`src/rtl/rcb_arb.sv`:
```
// rcb_arb: arbiter for one single-port config/lookup RAM shared between
// latency-critical lookup reads (priority) and host configuration writes.
// A pending host write may lose at most MAX_WR_WAIT slots to reads before
// it is forced onto the RAM port.
module rcb_arb #(
  parameter int ADDR_W      = 10,
  parameter int DATA_W      = 128,
  parameter int BE_W        = DATA_W / 8,
  parameter int RD_LAT      = 2,
  parameter int MAX_WR_WAIT = 4
) (
  input  logic              clk,
  input  logic              reset_n,
  input  logic              lu_rd_valid,
  input  logic [ADDR_W-1:0] lu_rd_addr,
  output logic              lu_rd_ready,
  output logic              lu_rsp_valid,
  output logic [DATA_W-1:0] lu_rsp_data,
  input  logic              hpb_wr_req,
  input  logic [ADDR_W-1:0] hpb_wr_addr,
  input  logic [DATA_W-1:0] hpb_wr_data,
  input  logic [BE_W-1:0]   hpb_wr_byte_en,
  output logic              rcb_wr_done,
  output logic              ram_en,
  output logic              ram_we,
  output logic [BE_W-1:0]   ram_be,
  output logic [ADDR_W-1:0] ram_addr,
  output logic [DATA_W-1:0] ram_wr_data,
  input  logic [DATA_W-1:0] ram_rd_data
);

  localparam int CNT_W = (MAX_WR_WAIT < 1) ? 1 : $clog2(MAX_WR_WAIT + 1);
  localparam logic [CNT_W-1:0] CNT_MAX = CNT_W'(MAX_WR_WAIT);

  typedef enum logic [1:0] {
    IDLE      = 2'd0,
    WR_PEND   = 2'd1,
    WR_DONE   = 2'd2,
    WAIT_DROP = 2'd3
  } state_t;

  state_t             state_q, state_d;
  logic [CNT_W-1:0]   wait_cnt_q, wait_cnt_d;
  logic [ADDR_W-1:0]  wr_addr_q, wr_addr_d;
  logic [DATA_W-1:0]  wr_data_q, wr_data_d;
  logic [BE_W-1:0]    wr_be_q, wr_be_d;
  logic [ADDR_W-1:0]  ram_addr_q;
  logic [DATA_W-1:0]  ram_wr_data_q;
  logic [BE_W-1:0]    ram_be_q;
  logic [RD_LAT-1:0]  vld_q;

  logic wr_slot;   // this cycle is the write's RAM slot
  logic force_wr;  // write takes the slot from a waiting read
  logic rd_issue;
  logic wr_issue;

  // Next-state logic: capture in IDLE, arbitrate in WR_PEND, handshake after.
  always_comb begin
    state_d    = state_q;
    wait_cnt_d = wait_cnt_q;
    wr_addr_d  = wr_addr_q;
    wr_data_d  = wr_data_q;
    wr_be_d    = wr_be_q;
    wr_slot    = 1'b0;
    force_wr   = 1'b0;
    case (state_q)
      IDLE: begin
        if (hpb_wr_req) begin
          wr_addr_d  = hpb_wr_addr;
          wr_data_d  = hpb_wr_data;
          wr_be_d    = hpb_wr_byte_en;
          wait_cnt_d = '0;
          state_d    = WR_PEND;
        end
      end
      WR_PEND: begin
        if (!lu_rd_valid || (wait_cnt_q == CNT_MAX)) begin
          wr_slot  = 1'b1;
          force_wr = lu_rd_valid;
          state_d  = WR_DONE;
        end else begin
          wait_cnt_d = wait_cnt_q + 1'b1;
        end
      end
      WR_DONE: begin
        state_d = WAIT_DROP;
      end
      WAIT_DROP: begin
        // A level request still held high must not be captured again.
        if (!hpb_wr_req) begin
          state_d = IDLE;
        end
      end
      default: begin
        state_d = IDLE;
      end
    endcase
  end

  // RAM port mux: a read or a write, never both; address/data/be hold when idle.
  always_comb begin
    lu_rd_ready = reset_n & ~force_wr;
    rd_issue    = lu_rd_valid & lu_rd_ready;
    wr_issue    = wr_slot & (|wr_be_q);
    ram_en      = rd_issue | wr_issue;
    ram_we      = wr_issue;
    ram_addr    = ram_addr_q;
    ram_wr_data = ram_wr_data_q;
    ram_be      = ram_be_q;
    if (rd_issue) begin
      ram_addr = lu_rd_addr;
    end else if (wr_issue) begin
      ram_addr    = wr_addr_q;
      ram_wr_data = wr_data_q;
      ram_be      = wr_be_q;
    end
  end

  // Response path: valid delayed by RD_LAT, data zeroed when not valid.
  always_comb begin
    lu_rsp_valid = vld_q[RD_LAT-1];
    lu_rsp_data  = lu_rsp_valid ? ram_rd_data : '0;
    rcb_wr_done  = (state_q == WR_DONE);
  end

  // FSM state, wait counter and captured write registers.
  always_ff @(posedge clk or negedge reset_n) begin
    if (!reset_n) begin
      state_q    <= IDLE;
      wait_cnt_q <= '0;
      wr_addr_q  <= '0;
      wr_data_q  <= '0;
      wr_be_q    <= '0;
    end else begin
      state_q    <= state_d;
      wait_cnt_q <= wait_cnt_d;
      wr_addr_q  <= wr_addr_d;
      wr_data_q  <= wr_data_d;
      wr_be_q    <= wr_be_d;
    end
  end

  // Held RAM address/data/byte-enable for idle cycles.
  always_ff @(posedge clk or negedge reset_n) begin
    if (!reset_n) begin
      ram_addr_q    <= '0;
      ram_wr_data_q <= '0;
      ram_be_q      <= '0;
    end else begin
      ram_addr_q    <= ram_addr;
      ram_wr_data_q <= ram_wr_data;
      ram_be_q      <= ram_be;
    end
  end

  // Read-valid shift register; reset flushes in-flight responses.
  always_ff @(posedge clk or negedge reset_n) begin
    if (!reset_n) begin
      vld_q <= '0;
    end else begin
      vld_q[0] <= rd_issue;
      for (int i = 1; i < RD_LAT; i++) begin
        vld_q[i] <= vld_q[i-1];
      end
    end
  end

endmodule

```
`config.mk`:
```
export PLATFORM = sky130hd
export DESIGN_NAME = rcb_arb
export DESIGN_NICKNAME = d
export VERILOG_FILES = /design/src/rtl/rcb_arb.sv
export SDC_FILE = /design/constraint.sdc
export NUM_CORES = 1
export LEC_CHECK = 0
export CAP_MARGIN = 20
export CORE_AREA = 2 2 230 232
export DETAILED_ROUTE_END_ITERATION = 10
export DIE_AREA = 0 0 232 234
export GPL_ROUTABILITY_DRIVEN = 1
export GPL_TIMING_DRIVEN = 0
export PLACE_DENSITY = 0.54
export SLEW_MARGIN = 10
export SYNTH_ARGS = -nofsm -noshare
export SYNTH_HDL_FRONTEND = slang
export SYNTH_SLANG_ARGS = --single-unit
```
`constraint.sdc`:
```
create_clock -name clk -period 4.1 [get_ports clk]
set_input_delay 0.615 -clock clk [delete_from_list [all_inputs] [get_ports clk]]
set_output_delay 0.615 -clock clk [all_outputs]
set_load 0.02 [all_outputs]
```
# --- After elaboration in Yosys (flattened, before gate mapping) ---
# Cells that the tools add are included.
op_classes:
  add_sub_neg: 1
  eq_ne: 8
  muxes: 18
  bitwise_logic: 5
  reduce_logical: 8
op_table:
  columns: ["op", "n"]
  rows:
  - ["128-bit 2-to-1 mux", 3]
  - ["16-bit 2-to-1 mux", 2]
  - ["10-bit 2-to-1 mux", 2]
  - ["16-bit OR reduction", 1]
  - ["2-bit != test (second input constant)", 4]
  - ["2-bit case mux with 4 select lines", 1]
  - ["2-bit 2-to-1 mux", 3]
  - ["3-bit 2-to-1 mux", 2]
  - ["3-bit case mux with 2 select lines", 1]
  - ["3-bit AND reduction", 2]
  - ["2-bit == test (second input constant)", 2]
  - ["1-bit 2-to-1 mux", 4]
  - ["3-bit by 1-bit adder with 3-bit output (second input constant)", 1]
  - ["1-bit bitwise AND", 3]
  - ["3-bit == test (second input constant)", 1]
  - ["2-bit by 1-bit == test with 1-bit output (second input constant)", 1]
  - ["2-bit zero test", 1]
  - ["2-bit AND reduction", 1]
  - ["2-bit nonzero test", 1]
  - ["1-bit zero test", 1]
  - ["1-bit logical OR", 1]
  - ["1-bit NOT", 1]
  - ["1-bit bitwise OR", 1]
word_totals:
  ff_bits: 315
  in_bits: 296
  elab_cells: 49

# --- Depth between registers and ports, before layout ---
# Gate-level depths: netlist of the first run.
depth:
  word_depth: 8
  ltp_mapped: 8
  mapped_depth_nobuf: 7

# --- Worst setup path after synthesis of the first run ---
# No wires, ideal clock.
synth_path:
  kind: "in2out"
  startpoint: "in lu_rd_valid"
  endpoint: "out ram_wr_data[107]"
  arrival_time_ns: 1.815
  setup_slack_ns: 1.670
  cell_stages: 6
  path_cell_list: "a21boi_0 -> nor2_1 -> nand2_2 -> buf_6 -> buf_6 -> mux2_1"
synth_via:
  elab_chain_len: 8
  word_cells_on_any_way: 12
synth_lines:
  columns: ["item", "line", "rtl"]
  rows:
  - ["start: declaration", "14", "input logic lu_rd_valid,"]
  - ["1-bit zero test", "77", "if (!lu_rd_valid || (wait_cnt_q == CNT_MAX)) begin"]
  - ["1-bit logical OR", "77", null]
  - ["1-bit 2-to-1 mux", "77", null]
  - ["1-bit 2-to-1 mux", "66", "case (state_q)"]
  - ["1-bit NOT", "102", "lu_rd_ready = reset_n & ~force_wr;"]
  - ["1-bit bitwise AND", "102", null]
  - ["1-bit bitwise AND", "103", "rd_issue = lu_rd_valid & lu_rd_ready;"]
  - ["128-bit 2-to-1 mux *", "110", "if (rd_issue) begin"]
  - ["end: declaration", "28", "output logic [DATA_W-1:0] ram_wr_data,"]
# Every way passes the cells marked *; elsewhere a longest branch is shown, timed or not.

# --- Worst setup path in the final report of the first run ---
layout_path:
  startpoint: "reg wr_be_q[3]"
  endpoint: "out ram_wr_data[102]"
layout_via:
  elab_chain_len: 4
layout_lines:
  columns: ["item", "line", "rtl"]
  rows:
  - ["start: declaration", "46", "logic [BE_W-1:0] wr_be_q, wr_be_d;"]
  - ["start signal: assignment", "139", "wr_be_q <= wr_be_d;"]
  - ["16-bit OR reduction", "104", "wr_issue = wr_slot & (|wr_be_q);"]
  - ["1-bit bitwise AND", "104", null]
  - ["128-bit 2-to-1 mux", "112", "end else if (wr_issue) begin"]
  - ["128-bit 2-to-1 mux", "110", null]
# No other way between the ends.

==> flow_metrics.tcl, run 1 <==
set metrics [dict create \
    status "finished, final reports clean" \
    first_pass_iters 4 \
    rsz0062_at_grt "no" \
    ant_nets 0 \
    multiInputGateArea_um2 4600 \
    drt_iter0_markers 286 \
    synthesis.nets 1155 \
    worst-path-max-fanout 10 \
    clockBufferDepth 3 \
    grt_overflow 0 \
    slew_viol_final 0 \
    max_freq_mhz 259 \
    synth_seq_area_share 0.618 \
    period_minus_slack_ns 3.86 \
    cp-start-kind "flop" \
    numClockSinks 315 \
    cp.required_ns 3.48 \
    final_common_cell "clkdlybuf4s50_1" \
    hold_viol 0 \
    finalSetupViolCount 0 \
    place.gp.congestion 0.984 \
    relSlewSlack 0.367 \
    grt_pass1_wl_um 73900 \
    antenna_found_initial 44 \
    first_global_vias 10200 \
    synthFlopType "dfrtp_1" \
    dpl_cell_area_um2 19500 \
    grt_max_degree 80 \
    clk_latency_ns 0.54 \
    drcViolationCount 0 \
    hold_ws_ns 0.0640 \
    ys_ff_latch 315 \
    switching_share 0.336 \
    placement_rows 84 \
    p_leak_nw 8.70 \
    root_buffer "clkbuf_16" \
    netSwitchingPower_mw 5.35 \
    fp.dieH_um 234 \
    synth-edff-count 0 \
    min_path_type "primary input to asynchronous set/reset pin" \
    die_w_um 232 \
    drive_gt1_frac 0.256 \
    synth_area_um2 12800 \
    clk_pin_slew_ns 0.06 \
    track_usage 0.193 \
    nFillCells 4962 \
    regArea_um2 7880 \
    maxCapViolCount 0 \
    yosysWarnings 0 \
    layout_common_cells "578 x clkdlybuf4s50_1, 315 x dfrtp_1, 294 x mux2_2" \
    hpwl_um 43000 \
    synth-async-reset-ratio 1.00 \
    ios 583 \
    crit_type "flop to output pin" \
    area_growth_pct 64.4 \
    start_util 0.245 \
    finClkSkew_ns 0.0161 \
    seq_power_share 0.331 \
    p_total_mw 15.9 \
    comb_power_share 0.450 \
    detail_route.wl_per_cell_um 24.3 \
    syn_area_per_cell_um2 15.0 \
    cts_buffers 38 \
    ir_worst_vdd_mv 0.454 \
    pwr-share-clk 0.219 \
    tightestPinTransition_ns 0.950 \
    powerDensity_nw_per_um2 758 \
    cp-end-kind "output pin" \
    synthCells 852 \
    post-route-util 0.403 \
    vias 9434 \
    cp.arrival_ns 3.25 \
    cts_tree "done" \
    period_share 0.943 \
    fin_nets 1783 \
    htree_num_levels 2 \
    core-area_um2 52000 \
    routed_wl_um 54000 \
    synthDistinctLibCells 28 \
    intPower_mw 10.6 \
    port_buffers 582 \
    die-area_um2 54300 \
    avgViaCountPerCell 4.24 \
    post-route-cell-area_um2 21000 \
]
-- logic make-up (layout without fill, tap and decap cells) --
family          Yosys count  in the layout  synth area share
flops                   315            315             0.618
mux                     302            302             0.266
simple gates            153            153            0.0735
buf+inv                  55            708            0.0223
compound gates           19             19            0.0127
fa+ha+maj                 7              7           0.00686
xor+xnor                  1              1          0.000686
other cells               0             30                 0
-- metal layers --
layer	global-route usage	vias to the layer above	part of all wire
met5	0	-	0.00074
met4	0.111	6	0.054
met3	0.0685	116	0.082
met2	0.353	426	0.53
met1	0.188	4656	0.33
li1	-	4230	-
-- state kept, by name (all words and copies together) (netlist names), 3 cells and up --
name           cells
ram_wr_data_q    128
ram_be_q          16
ram_addr_q        10
wr_addr_q         10
wr_be_q           16
wait_cnt_q         3
wr_data_q        128
-- synthesized netlist by cell type (all sizes together) (2+ instances only) --
cell	number	share of area
a21oi	2	0.00078
a221o	10	0.0078
and2	138	0.068
buf	23	0.013
clkbuf	25	0.0074
dfrtp	315	0.62
ha	7	0.0069
inv	7	0.0021
mux2	301	0.27
nand2	5	0.0017
nor2	3	0.00088
nor4	4	0.0020
-- what timing repair did --
action,CTS,global route
cloned,1,0
pin swaps,1,0
buffers inserted,1,0
gates resized for setup,4,2
hold endpoints to repair,68,0
hold buffers,1,0
endpoints found under the setup margin,69,2
-- stage by stage --
step	cells	setup slack, ns	setup TNS [ns]
global route	2214	0.00462	0
CTS	2193	0.100	0
finish	2223	0.236	0
floorplan	852	1.67	0
detailed placement	2125	-0.574	-4.93
global placement	2122	-11.76	-3921.66
-- path summary, 6_finish.rpt --
path                                        start                           to  slack, ns  cells past startpoint
max in group asynchronous                 reset_n      ram_addr_q[7]$_DFF_PN0_       2.99                      4
max                        wr_be_q[3]$_DFFE_PN0P_             ram_wr_data[102]       0.24                      8
max reg2reg                state_q[0]$_DFFE_PN0P_     wr_addr_q[2]$_DFFE_PN0P_       1.10                      6
min in group clk               vld_q[0]$_DFF_PN0_           vld_q[1]$_DFF_PN0_       0.35                      0
min reg2reg                    vld_q[0]$_DFF_PN0_           vld_q[1]$_DFF_PN0_       0.35                      0
min                                       reset_n  ram_wr_data_q[42]$_DFF_PN0_       0.06                      2
-- worst max-delay path: stages, from the launching register on --
cell             delay, ns
dfrtp_1               0.40
nor4_1                0.35
nand4_1               0.15
buf_4                 0.19
nand2_4               0.16
buf_6                 0.25
buf_6                 0.19
mux2_2                0.36
clkdlybuf4s50_1       0.64
-- final cells by class --
class	instances	area share
Inverter	7	0.00125
Clock buffer	52	0.0528
Multi-Input combinational cell	482	0.219
Tap cell	688	0.0410
Antenna cell	30	0.00358
Timing Repair Buffer	588	0.285
Clock inverter	13	0.00865
Sequential cell	315	0.376
Buffer	48	0.0124
-- power by group through the flow --
stage	sequential (mW)	clock (mW)	combinational, mW
detailed placement	5.33	0	7.26
floorplan	5.11	0	4.08
global placement	5.30	0	7.21
finish	5.27	3.48	7.17
CTS	5.28	3.61	7.32
global route	5.45	3.72	7.64
Note: power is estimated with default switching activity, not from simulation.
==> run 2, diff against run 1 <==
--- a/config.mk
+++ b/config.mk
@@ -5,13 +5,15 @@
 export SDC_FILE = /design/constraint.sdc
 export NUM_CORES = 1
 export LEC_CHECK = 0
+export ABC_AREA = 1
 export CAP_MARGIN = 20
-export CORE_AREA = 2 2 230 232
+export CORE_AREA = 2 2 224 226
+export CTS_CLUSTER_SIZE = 24
 export DETAILED_ROUTE_END_ITERATION = 10
-export DIE_AREA = 0 0 232 234
+export DIE_AREA = 0 0 226 228
 export GPL_ROUTABILITY_DRIVEN = 1
 export GPL_TIMING_DRIVEN = 0
-export PLACE_DENSITY = 0.54
+export PLACE_DENSITY = 0.57
 export SLEW_MARGIN = 10
 export SYNTH_ARGS = -nofsm -noshare
 export SYNTH_HDL_FRONTEND = slang
==> run 2 against run 1 <==
  * Clock-buffer cell count up 2
  * Synthesized cell count up 58%
  * Largest power group unchanged
  * Register-to-register slack better by 0.54 ns
  * First-iteration DRC count up 81%
==> flow_metrics.tcl, run 2 <==
set metrics [dict create \
    status "finished, final reports clean" \
    start_util 0.266 \
    post-route-cell-area_um2 21200 \
    maxCapViolCount 0 \
    min_path_type "primary input to asynchronous set/reset pin" \
    numClockSinks 315 \
    path_delay_family "buffers and inverters" \
    synth.area.top_cells "dfrtp_1 60%, nand2_1 17%, mux2_2 13%" \
    rr_startpoint "state_q[0]$_DFFE_PN0P_" \
    synth-async-reset-ratio 1.00 \
    drt_iter0_markers 518 \
    hold_viol 0 \
    regArea_um2 7880 \
    htree_num_levels 2 \
    fin_nets 2272 \
    relSlewSlack 0.561 \
    drive_gt1_frac 0.135 \
    multiInputGateArea_um2 4350 \
    synthFlopType "dfrtp_1" \
    grt_overflow 0 \
    first_global_vias 11900 \
    core-area_um2 49300 \
    synth_seq_area_share 0.600 \
    rsz0062_at_grt "no" \
    clk_latency_ns 0.54 \
    ys_ff_latch 315 \
    vias 11300 \
    worst-path-max-fanout 10 \
    slew_viol_final 0 \
    port_buffers 582 \
    ios 583 \
    first_pass_iters 7 \
    worst_path_largest_cell_delay_ns 0.68 \
    finClkSkew_ns 0.0190 \
    placement_rows 82 \
    hold_ws_ns 0.0797 \
    track_usage 0.193 \
    dpl_cell_area_um2 19900 \
    path_cells "inv_1 > ha_1 > inv_2 > a21oi_2 > nand2_1 > clkinv_2 > buf_6 > buf_6 > nand2_1 > nand2_1 > clkdlybuf4s50_1" \
    cp.required_ns 3.48 \
    die-area_um2 51500 \
    synth_common_cells "594 x nand2_1, 315 x dfrtp_1, 154 x mux2_2" \
    syn_area_per_cell_um2 9.78 \
    final_cells 2687 \
    yosysMostFrequentCell "nand2_1" \
    die_w_um 226 \
    routed_wl_um 50300 \
    worst-path-buf-inv 6 \
    powerDensity_nw_per_um2 695 \
    top_regs "ram_wr_data_q x128, wr_data_q x128" \
    cts_buffers 36 \
    synth_area_um2 13100 \
    period_minus_slack_ns 3.82 \
    synthDistinctLibCells 21 \
    grt_max_degree 109 \
    avgViaCountPerCell 4.22 \
    antenna_found_initial 31 \
    clk_pin_slew_ns 0.06 \
    layout_common_cells "594 x nand2_1, 580 x clkdlybuf4s50_1, 315 x dfrtp_1" \
    period_share 0.931 \
    tightestPinTransition_ns 0.658 \
    fp.dieH_um 228 \
    hpwl_um 39900 \
    synth-edff-count 0 \
    yosysWarnings 0 \
    final_common_cell "nand2_1" \
    cp-end-kind "output pin" \
    cts_setup_buffers 0 \
    crit_path_frequent_cell "nand2_1" \
    critPathLaunch "state_q[1]$_DFFE_PN0P_" \
    ant_nets 0 \
    place_inst 2601 \
    p_leak_nw 10.5 \
    place.gp.congestion 0.884 \
    synthesis.nets 1647 \
    grt_pass1_wl_um 73300 \
    crit_type "flop to output pin" \
    detail_route.wl_per_cell_um 18.7 \
    clockBufferDepth 3 \
    synthCells 1344 \
    area_growth_pct 61.0 \
    netlist.top_cell.by_area "dfrtp_1" \
    cp.arrival_ns 3.20 \
    finalSetupViolCount 0 \
    root_buffer "clkbuf_16" \
    synth_top_area_frac 0.600 \
    max_freq_mhz 262 \
    crit_path_top_delay_cell "clkdlybuf4s50_1" \
    post-route-util 0.429 \
    cp-start-kind "flop" \
    nFillCells 4770 \
    cts_tree "done" \
    ir_worst_vdd_mv 0.577 \
    drcViolationCount 0 \
]
-- run 2: cell types whose count changed after synthesis, moves of 10 or more --
cell     delta
a221o_1    -10
inv_1     +139
nand2_1   +590
nand3_1    +23
buf_2      +27
nor2_1     +11
mux2_2    -140
nand4_1    +10
and2_1    -137
-- run 2: stage by stage --
| step | setup slack, ns | setup TNS (ns) | power, mW |
|---|---|---|---|
| after global routing | 0.00877 | 0 | 15.6 |
| after detailed placement | 0.152 | 0 | 11.6 |
| after floorplan | 1.87 | 0 | 8.52 |
| after global placement | -11.41 | -3800.71 | 11.5 |
| final | 0.282 | 0 | 14.7 |
| after CTS | 0.143 | 0 | 14.9 |
-- run 2: cell type report --
type / instances / share of cell area
clock inverters: 11 / 0.00485
diodes: 19 / 0.00225
repair buffers: 587 / 0.281
clock buffers: 54 / 0.0511
flip-flops and latches: 315 / 0.372
well taps: 672 / 0.0397
multi-input cells: 814 / 0.206
inverters: 147 / 0.0261
plain buffers: 68 / 0.0170
-- run 2: timing repair --
action	CTS	global route
setup endpoints to repair	0	1
gates resized for setup	0	1
hold buffers	2	0
endpoints found under the hold margin	31	0
-- run 2: power by group --
part	internal (mW)	total, mW	switching, mW
registers	4.58	5.16	0.585
clock network	1.90	3.18	1.29
logic	3.01	6.37	3.36
-- run 2: routing by layer --
metal | wire length, um | track usage
met1 | 16400 | 0.182
met2 | 27200 | 0.363
met3 | 3980 | 0.0622
met4 | 2670 | 0.105
met5 | 93 | 0
-- run 2: cells by family after synthesis --
| logic type | synth area share |
|---|---|
| and+or+nand+nor | 0.189 |
| DFF | 0.600 |
| buffers and inverters | 0.0695 |
| muxes | 0.132 |
| AOI/OAI and AO/OA | 0.00314 |
| adders and majority gates | 0.00666 |
-- run 2: path summary, 6_finish.rpt --
path                                                to  slack, ns  cells past startpoint
min reg2reg                         vld_q[1]$_DFF_PN0_       0.37                      0
max in group asynchronous     wr_addr_q[3]$_DFFE_PN0P_       3.06                      3
max reg2reg                  wr_data_q[80]$_DFFE_PN0P_       1.64                      6
min                        ram_wr_data_q[29]$_DFF_PN0_       0.08                      2
min in group clk                    vld_q[1]$_DFF_PN0_       0.37                      0
max                                    ram_wr_data[95]       0.28                     11
